===== src/rtl/mp_link_tx_if.sv =====
// Player-2 link transmitter handshake: game-state inputs and serial-line outputs.
interface mp_link_tx_if;
  logic       send;
  logic [3:0] score;
  logic [3:0] ammo;
  logic       pause;
  logic       reload;
  logic       tx;
  logic       busy;
  logic       frame_sent;

  modport master (output send, score, ammo, pause, reload,
                  input  tx, busy, frame_sent);
  modport slave  (input  send, score, ammo, pause, reload,
                  output tx, busy, frame_sent);
endinterface


===== src/rtl/mp_link_tx.sv =====
// Multiplayer link transmitter: 4-byte 8N1 packet (sync, {score,ammo},
// {pause,reload,00,seq}, xor checksum) once per request, requests coalesced.
module mp_link_tx #(
  parameter int CLK_HZ = 65_000_000,
  parameter int BAUD   = 115_200
) (
  input  logic           clk,
  input  logic           rst,
  mp_link_tx_if.slave    lnk
);
  localparam int CLKS_PER_BIT = CLK_HZ / BAUD;
  localparam int CW           = (CLKS_PER_BIT > 2) ? $clog2(CLKS_PER_BIT) : 1;
  localparam logic [7:0] SYNC = 8'hA5;

  typedef enum logic [1:0] {IDLE, START, DATA, STOP} state_t;

  state_t          state, state_d;
  logic [CW-1:0]   baud_cnt;
  logic [2:0]      bit_idx;
  logic [1:0]      byte_idx;
  logic [3:0]      seq;
  logic [3:0]      snap_score, snap_ammo, snap_seq;
  logic            snap_pause, snap_rel;
  logic            reload_flag, pending;
  logic            tick, req, last_stop, pkt_start;
  logic [2:0]      bit_nxt;
  logic [7:0]      b1, b2, cur_byte;
  logic            tx_d, busy_d, fs_d;

  assign tick      = (baud_cnt == CW'(CLKS_PER_BIT - 1));
  assign req       = lnk.send | pending;
  assign last_stop = (state == STOP) && tick && (byte_idx == 2'd3);
  // a chained packet starts on the final stop tick so no idle bit is inserted
  assign pkt_start = ((state == IDLE) && req) || (last_stop && req);

  // state register
  always_ff @(posedge clk or negedge rst) begin
    if (!rst) state <= IDLE;
    else      state <= state_d;
  end

  // next-state: every non-idle transition happens on a bit-period tick
  always_comb begin
    state_d = state;
    case (state)
      IDLE:  if (req) state_d = START;
      START: if (tick) state_d = DATA;
      DATA:  if (tick && bit_idx == 3'd7) state_d = STOP;
      STOP:  if (tick) state_d = (byte_idx != 2'd3 || req) ? START : IDLE;
      default: state_d = IDLE;
    endcase
  end

  // output decode: line level, busy and done pulse for the coming cycle
  always_comb begin
    b1      = {snap_score, snap_ammo};
    b2      = {snap_pause, snap_rel, 2'b00, snap_seq};
    bit_nxt = (state == DATA && tick) ? bit_idx + 3'd1 : bit_idx;
    case (byte_idx)
      2'd0:    cur_byte = SYNC;
      2'd1:    cur_byte = b1;
      2'd2:    cur_byte = b2;
      default: cur_byte = SYNC ^ b1 ^ b2;
    endcase
    case (state_d)
      START:   tx_d = 1'b0;
      DATA:    tx_d = cur_byte[bit_nxt];
      default: tx_d = 1'b1;
    endcase
    busy_d = (state_d != IDLE);
    fs_d   = last_stop;
  end

  // registered outputs; reset forces the line idle immediately
  always_ff @(posedge clk or negedge rst) begin
    if (!rst) begin
      lnk.tx         <= 1'b1;
      lnk.busy       <= 1'b0;
      lnk.frame_sent <= 1'b0;
    end else begin
      lnk.tx         <= tx_d;
      lnk.busy       <= busy_d;
      lnk.frame_sent <= fs_d;
    end
  end

  // counters, request/reload latches and the payload snapshot
  always_ff @(posedge clk or negedge rst) begin
    if (!rst) begin
      baud_cnt    <= '0;
      bit_idx     <= '0;
      byte_idx    <= '0;
      seq         <= '0;
      reload_flag <= 1'b0;
      pending     <= 1'b0;
      snap_score  <= '0;
      snap_ammo   <= '0;
      snap_seq    <= '0;
      snap_pause  <= 1'b0;
      snap_rel    <= 1'b0;
    end else begin
      baud_cnt <= (state == IDLE || tick) ? '0 : baud_cnt + 1'b1;
      if (state == DATA && tick) bit_idx <= bit_idx + 3'd1;
      if (pkt_start)                  byte_idx <= 2'd0;
      else if (state == STOP && tick) byte_idx <= byte_idx + 2'd1;
      if (last_stop) seq <= seq + 4'd1;
      reload_flag <= pkt_start ? 1'b0 : (reload_flag | lnk.reload);
      pending     <= pkt_start ? 1'b0 : (pending | lnk.send);
      if (pkt_start) begin
        snap_score <= lnk.score;
        snap_ammo  <= lnk.ammo;
        snap_pause <= lnk.pause;
        snap_rel   <= reload_flag | lnk.reload;
        // back-to-back packet must carry the sequence number after this one
        snap_seq   <= last_stop ? seq + 4'd1 : seq;
      end
    end
  end
endmodule


===== src/flat_wrapper.sv =====
// flat-port wrapper written by rule: the top's interface ports become plain ports
module mp_link_tx_flat 
#(
  parameter int CLK_HZ = 65_000_000,
  parameter int BAUD   = 115_200
)
  (clk, rst, lnk_send, lnk_score, lnk_ammo, lnk_pause, lnk_reload, lnk_tx, lnk_busy, lnk_frame_sent);
  mp_link_tx_if lnk_i ();
  input  logic clk;
  input  logic rst;
  input wire logic [$bits(lnk_i.send)-1:0] lnk_send;
  input wire logic [$bits(lnk_i.score)-1:0] lnk_score;
  input wire logic [$bits(lnk_i.ammo)-1:0] lnk_ammo;
  input wire logic [$bits(lnk_i.pause)-1:0] lnk_pause;
  input wire logic [$bits(lnk_i.reload)-1:0] lnk_reload;
  output wire logic [$bits(lnk_i.tx)-1:0] lnk_tx;
  output wire logic [$bits(lnk_i.busy)-1:0] lnk_busy;
  output wire logic [$bits(lnk_i.frame_sent)-1:0] lnk_frame_sent;
  assign lnk_i.send = lnk_send;
  assign lnk_i.score = lnk_score;
  assign lnk_i.ammo = lnk_ammo;
  assign lnk_i.pause = lnk_pause;
  assign lnk_i.reload = lnk_reload;
  assign lnk_tx = lnk_i.tx;
  assign lnk_busy = lnk_i.busy;
  assign lnk_frame_sent = lnk_i.frame_sent;
  mp_link_tx #(.CLK_HZ(CLK_HZ), .BAUD(BAUD)) u_core (.clk(clk), .rst(rst), .lnk(lnk_i));
endmodule

===== config.mk =====
export PLATFORM = sky130hd
export DESIGN_NAME = mp_link_tx_flat
export DESIGN_NICKNAME = d
export VERILOG_FILES = /design/src/rtl/mp_link_tx_if.sv /design/src/rtl/mp_link_tx.sv /design/src/flat_wrapper.sv
export SDC_FILE = /design/constraint.sdc
export NUM_CORES = 1
export LEC_CHECK = 0
export ABC_AREA = 1
export CORE_MARGIN = 1
export CORE_UTILIZATION = 58
export DETAILED_ROUTE_END_ITERATION = 10
export PLACE_DENSITY = 0.79
export SYNTH_ARGS = -nofsm -noshare
export SYNTH_HDL_FRONTEND = slang
export SYNTH_SLANG_ARGS = --single-unit

===== constraint.sdc =====
create_clock -name clk -period 1.9 [get_ports clk]
set_input_delay 0.38 -clock clk [delete_from_list [all_inputs] [get_ports clk]]
set_output_delay 0.38 -clock clk [all_outputs]
set_load 0.1 [all_outputs]

==> results of run 1 <==
[cells by family after synthesis]
kind of cell	synth area share [%]
fa+ha+maj	4.47
flops	44.8
simple gates	29.9
compound gates	8.56
buf+inv	8.39
xor+xnor	3.86
[layout make-up]
class	count	area, um^2	share of cell area, %
clock buffer	6	82.6	3.26
inverter	36	136	5.38
tap	48	60.1	2.37
sequential	40	1000	39.5
multi-input combinational	183	1050	41.3
timing repair buffer	19	193	7.60
clock inverter	2	15.0	0.592
[worst register-to-register path: cells and delay by family, from the launching register on]
family,cells,cell delay (ns)
AO/OA/AOI/OAI,1,0.18
adder cells (fa/ha/maj),1,0.29
buffers and inverters,1,0.28
flip-flops,1,0.41
AND/OR/NAND/NOR,5,0.49
[report_power, final]
group	switching (mW)	internal [mW]	leakage [nW]	total (mW)
combinational	0.0333	0.0349	0.659	0.0682
sequential	0.0133	0.867	0.494	0.880
clock	0.321	0.294	0.0434	0.615
[state kept, by name, summed over array words and instances (netlist names)]
| signal | cells |
|---|---|
| u_core.seq | 4 |
| u_core.lnk.frame_sent | 1 |
| u_core.snap_pause | 1 |
| u_core.state | 2 |
| u_core.bit_idx | 3 |
| u_core.lnk.tx | 1 |
| u_core.snap_ammo | 4 |
| u_core.baud_cnt | 10 |
| u_core.snap_score | 4 |
| u_core.snap_rel | 1 |
| u_core.pending | 1 |
| u_core.byte_idx | 2 |
| u_core.snap_seq | 4 |
| u_core.reload_flag | 1 |
| u_core.lnk.busy | 1 |
[how the worst max path moves through the flow]
stage	slack [ns]	endpoint	startpoint
after floorplan	0.38	u_core.snap_ammo[1]	u_core.baud_cnt[0]
after global placement	0.21	u_core.lnk.busy	lnk_send
after detailed placement	0.15	u_core.lnk.busy	lnk_send
after CTS	0.19	u_core.lnk.tx	u_core.byte_idx[0]
after global routing	0.06	u_core.lnk.tx	u_core.byte_idx[0]
final	0.17	u_core.lnk.tx	u_core.byte_idx[0]
[layer usage]
layer  vias up  share of wire [%]  global-route usage (%)
met1       812                 45                    28.0
met5         -                  0                       0
met3        13                3.6                    6.79
met2        34                 49                    43.9
met4         0                2.2                    8.89
li1        888                  -                       -
[synth_stat cells, types with 3 or more instances]
library cell   n
ha_1           8
nor3b_1        5
nand2_1       54
dfrtp_1       39
nor2_4         5
nor2_1        18
xnor2_1        6
nand4_1        3
a21oi_1        6
nand3_1       24
nor2_2         4
o211ai_1       4
nor3_1         5
nand2_2        8
o21ai_1        4
inv_1         33
o21ai_0       19
[stage by stage]
step	util (%)	instances	setup slack, ns
floorplan	-	264	0.378
global placement	66.1	326	0.206
detailed placement	66.1	326	0.152
CTS	68.8	334	0.189
global route	68.8	334	0.0573
finish	68.8	334	0.171
==> summary.txt, run 1 <==
Reg2Reg Depth: 8
Synth area leader: dfrtp_1
critical path class: register to register
top-area cell type share of the netlist area: 43.6%
CTS root buffer: clkbuf_8
WL final: 4.18 mm
layout cells sized above 1: 15.0%
CP required: 2.13 ns
DRT antenna net count: 0
Rows: 22
GRT Overall Usage: 24.6%
Net Count, Synth: 285
Post-DP Area: 2440 um^2
DP HPWL: 3.03 mm
die height: 64.1 um
total CTS buffers: 5
number of I/O port buffers: 15
Syn Area/Cell: 8.47 um^2
post-synth cell types: 32
commonest non-fill, non-tap cell in the layout: nand2_1
total power: 1.56 mW
Initial Util: 60.7%
die area: 4110 um^2
P per Cell Area: 616 nW/um^2
Starting DRT DRC Count: 147
Cells after Synth: 264
CP startpoint kind: register
I/O pins: 16
Worst-Margin Slew: 0.499 ns
max-cap violation count: 0
RePlAce Congestion: 0.844
CTS clk-pin slew, worst paths: 0.09 ns
Pre-Repair DR Iteration Count: 5
Mapped Area: 2240 um^2
final net count: 306
hold_buf cts: 0
Seq/Total Area, Yosys: 44.8%
Yosys Warn Count: 0
maximum vdd drop: 0.000455 V
Min-Delay Path Class: input pin to async pin
Data arrival, critical path: 1.96 ns
most frequent CP cell: nand3_1
grt total ovfl: 0
CTS tree: built
Fin Setup TNS: 0 ns
n_diodes: 0
crit end category: register
final setup violation count: 0
CP max FO: 9
P_leak: 1.20 nW
number of clock sinks: 40
Primary FF master, synth: dfrtp_1
first-pass GRT wire length: 7.66 mm
Final Hold Fails: 0
leading cell types in the layout, fill and taps excluded: nand2_1, dfrtp_1, inv_1, nand3_1, o21ai_0
RSZ-0062 raised after global routing: no
H-tree depth: 2
CP max stage delay: 0.41 ns
Setup Fix Bufs, Post-CTS: 0
r2r startpoint: u_core.byte_idx[0]
skew final: 0.0124 ns
Slowest-stage cell, CP: dfrtp_1
#FFs+latches synth: 40
ranking of synthesized cells by area: dfrtp_1, nand2_1, inv_1, nand3_1, ha_1
final worst-path cycle share: 91.0%
post-CTS resize count: 0
Via Count: 1747
Highest Clock Rate: 0.579 GHz
flop-to-flop setup slack: 0.17 ns
area delta synth->final: 13.4%
asr flop ratio synth: 100%
vias in the first global route: 1800
pin count of the biggest net entering global routing: 41
fillers: 309
Final Cell Area: 2540 um^2
Buf/Inv on CP: 1
outcome: completed
Die Wd: 64.1 um
Crit path max-delay family: simple AND/OR/NAND/NOR gates
Wirelength per Cell: 12.5 um
cell chain of the critical path: ha_1 > inv_1 > o21ai_0 > nand3b_1 > nand3_1 > nand3_1 > nand3_1 > nand2_1
Hold WS: 0.117 ns
reg2reg end: u_core.lnk.tx
final max-slew violation count: 0
Slew Limit Headroom: 66.7%
core area: 3690 um^2
Final min period: 1.73 ns
Critical Path Stages: 8
initial antenna violation count: 0
Via density: 5.23
worst skew pair latency: 0.31 ns
clk buf depth: 2
DRC: 0
number of flops mapped to enable cells by yosys: 0
(Power assumes the default switching activity.)
==> inputs of run 2 (changes only) <==
Settings changed: CORE_MARGIN 1 to unset, CORE_UTILIZATION 58 to 60, DONT_BUFFER_PORTS set to 1, HOLD_SLACK_MARGIN set to 0.02, PLACE_DENSITY 0.79 to 0.76.
==> summary.txt, run 2 (synthesized netlist as in run 1, its figures left out) <==
outcome: completed
n_diodes: 0
total CTS buffers: 5
Fin Setup TNS: 0 ns
Crit path max-delay family: simple AND/OR/NAND/NOR gates
Highest Clock Rate: 0.602 GHz
CTS tree: built
leading cell types in the layout, fill and taps excluded: nand2_1, dfrtp_1, inv_1, nand3_1, o21ai_0
maximum vdd drop: 0.000415 V
CP max FO: 6
Data arrival, critical path: 1.90 ns
Rows: 21
vias in the first global route: 1684
met3 WL: 158 um
commonest non-fill, non-tap cell in the layout: nand2_1
number of I/O port buffers: 0
grt total ovfl: 0
initial antenna violation count: 0
die height: 63.1 um
CP max stage delay: 0.37 ns
first-pass GRT wire length: 7.31 mm
GRT Overall Usage: 23.9%
Buf/Inv on CP: 0
final worst-path cycle share: 87.5%
Starting DRT DRC Count: 117
CTS root buffer: clkbuf_8
P_leak: 1.14 nW
final net count: 292
Slew Limit Headroom: 66.6%
layout cells sized above 1: 14.7%
Initial Util: 65.0%
max-cap violation count: 0
P per Cell Area: 646 nW/um^2
DP HPWL: 3.02 mm
WL met2: 1.98 mm
total power: 1.55 mW
cell chain of the critical path: ha_1 > nand2_4 > nor2_4 > nand3_2 > o21ai_0 > nand3_1 > nand3_1 > nand3_1 > nand2_1
H-tree depth: 2
WL final: 4.15 mm
DRT antenna net count: 0
max reg flops: 10
Pre-Repair DR Iteration Count: 4
Worst-Margin Slew: 0.503 ns
Setup Fix Bufs, Post-CTS: 0
register name with the most flops: u_core.baud_cnt
core area: 3440 um^2
top sig layer: met4
Post-DP Area: 2270 um^2
CTS clk-pin slew, worst paths: 0.08 ns
worst skew pair latency: 0.29 ns
CP startpoint kind: register
final max-slew violation count: 0
Via density: 5.24
Die Wd: 63.1 um
post-layout util: 69.8%
Wirelength per Cell: 13.0 um
Final Cell Area: 2400 um^2
Slowest-stage cell, CP: dfrtp_1
Final min period: 1.66 ns
clk buf depth: 2
critical path class: register to register
number of clock sinks: 40
Final Hold Fails: 0
final setup violation count: 0
RePlAce Congestion: 0.861
Min-Delay Path Class: input pin to register
Metal-1 WL: 1.95 mm
area delta synth->final: 7.33%
most frequent CP cell: nand3_1
skew final: 0.0115 ns
die area: 3980 um^2
CP required: 2.14 ns
DRC: 0
crit end category: register
Via Count: 1666
pin count of the biggest net entering global routing: 41
RSZ-0062 raised after global routing: no
I/O pins: 16
Hold WS: 0.193 ns
[run 2: what timing repair did]
item	CTS	global route
hold buffers	2	0
setup endpoints to repair	0	1
resized for setup	0	2
endpoints found under the hold margin	40	0
[run 2: stage by stage]
| stage | setup slack, ns | cells |
|---|---|---|
| after floorplan | 0.378 | 264 |
| after global placement | 0.244 | 308 |
| after detailed placement | 0.193 | 308 |
| after CTS | 0.170 | 318 |
| after global routing | 0.0425 | 318 |
| final | 0.238 | 318 |
[run 2: path summary, 6_finish.rpt]
kind                                    start             endpoint  slack [ns]  depth (start not counted)
setup / recovery           u_core.baud_cnt[0]        u_core.lnk.tx        0.24                          9
hold / removal                    lnk_ammo[3]  u_core.snap_ammo[3]        0.19                          2
setup reg to reg           u_core.baud_cnt[0]        u_core.lnk.tx        0.24                          9
hold reg to reg            u_core.baud_cnt[0]   u_core.baud_cnt[0]        0.46                          1
max in group asynchronous                 rst        u_core.lnk.tx        1.09                          2
min in group asynchronous                 rst        u_core.seq[3]        0.55                          2
[run 2: final cells by class]
class / instances / area [um^2]
multi-input combinational: 183 / 1050
tap: 46 / 57.6
clock buffer: 8 / 100
timing repair buffer: 5 / 52.6
sequential: 40 / 1000
fill: 290 / 1040
inverter: 36 / 136
[run 2: where the power goes]
group          internal (mW)  switching [mW]  total, mW  leakage (nW)
registers              0.867          0.0135      0.880         0.494
logic                 0.0189          0.0295     0.0484         0.595
clock network          0.332           0.291      0.623        0.0515
total                   1.22           0.334       1.55          1.14
[run 2: worst register-to-register path, stage by stage (launching register included)]
cell and delay (ns):
dfrtp_1 0.37, ha_1 0.24, nand2_4 0.10, nor2_4 0.14, nand3_2 0.13, o21ai_0 0.29, nand3_1 0.12, nand3_1 0.09
nand3_1 0.07, nand2_1 0.06
[run 2: routing by layer]
| metal | vias up | global-route usage [%] |
|---|---|---|
| li1 | 858 | - |
| met1 | 767 | 29.8 |
| met2 | 34 | 39.7 |
| met3 | 7 | 5.98 |
| met4 | 0 | 9.01 |
| met5 | - | 0 |
==> inputs of run 3 (changes only) <==
Settings changed: SKIP_LAST_GASP set to 1.
==> results of run 3 <==
No change in the layout: final DEF, timing and power equal those of run 2.
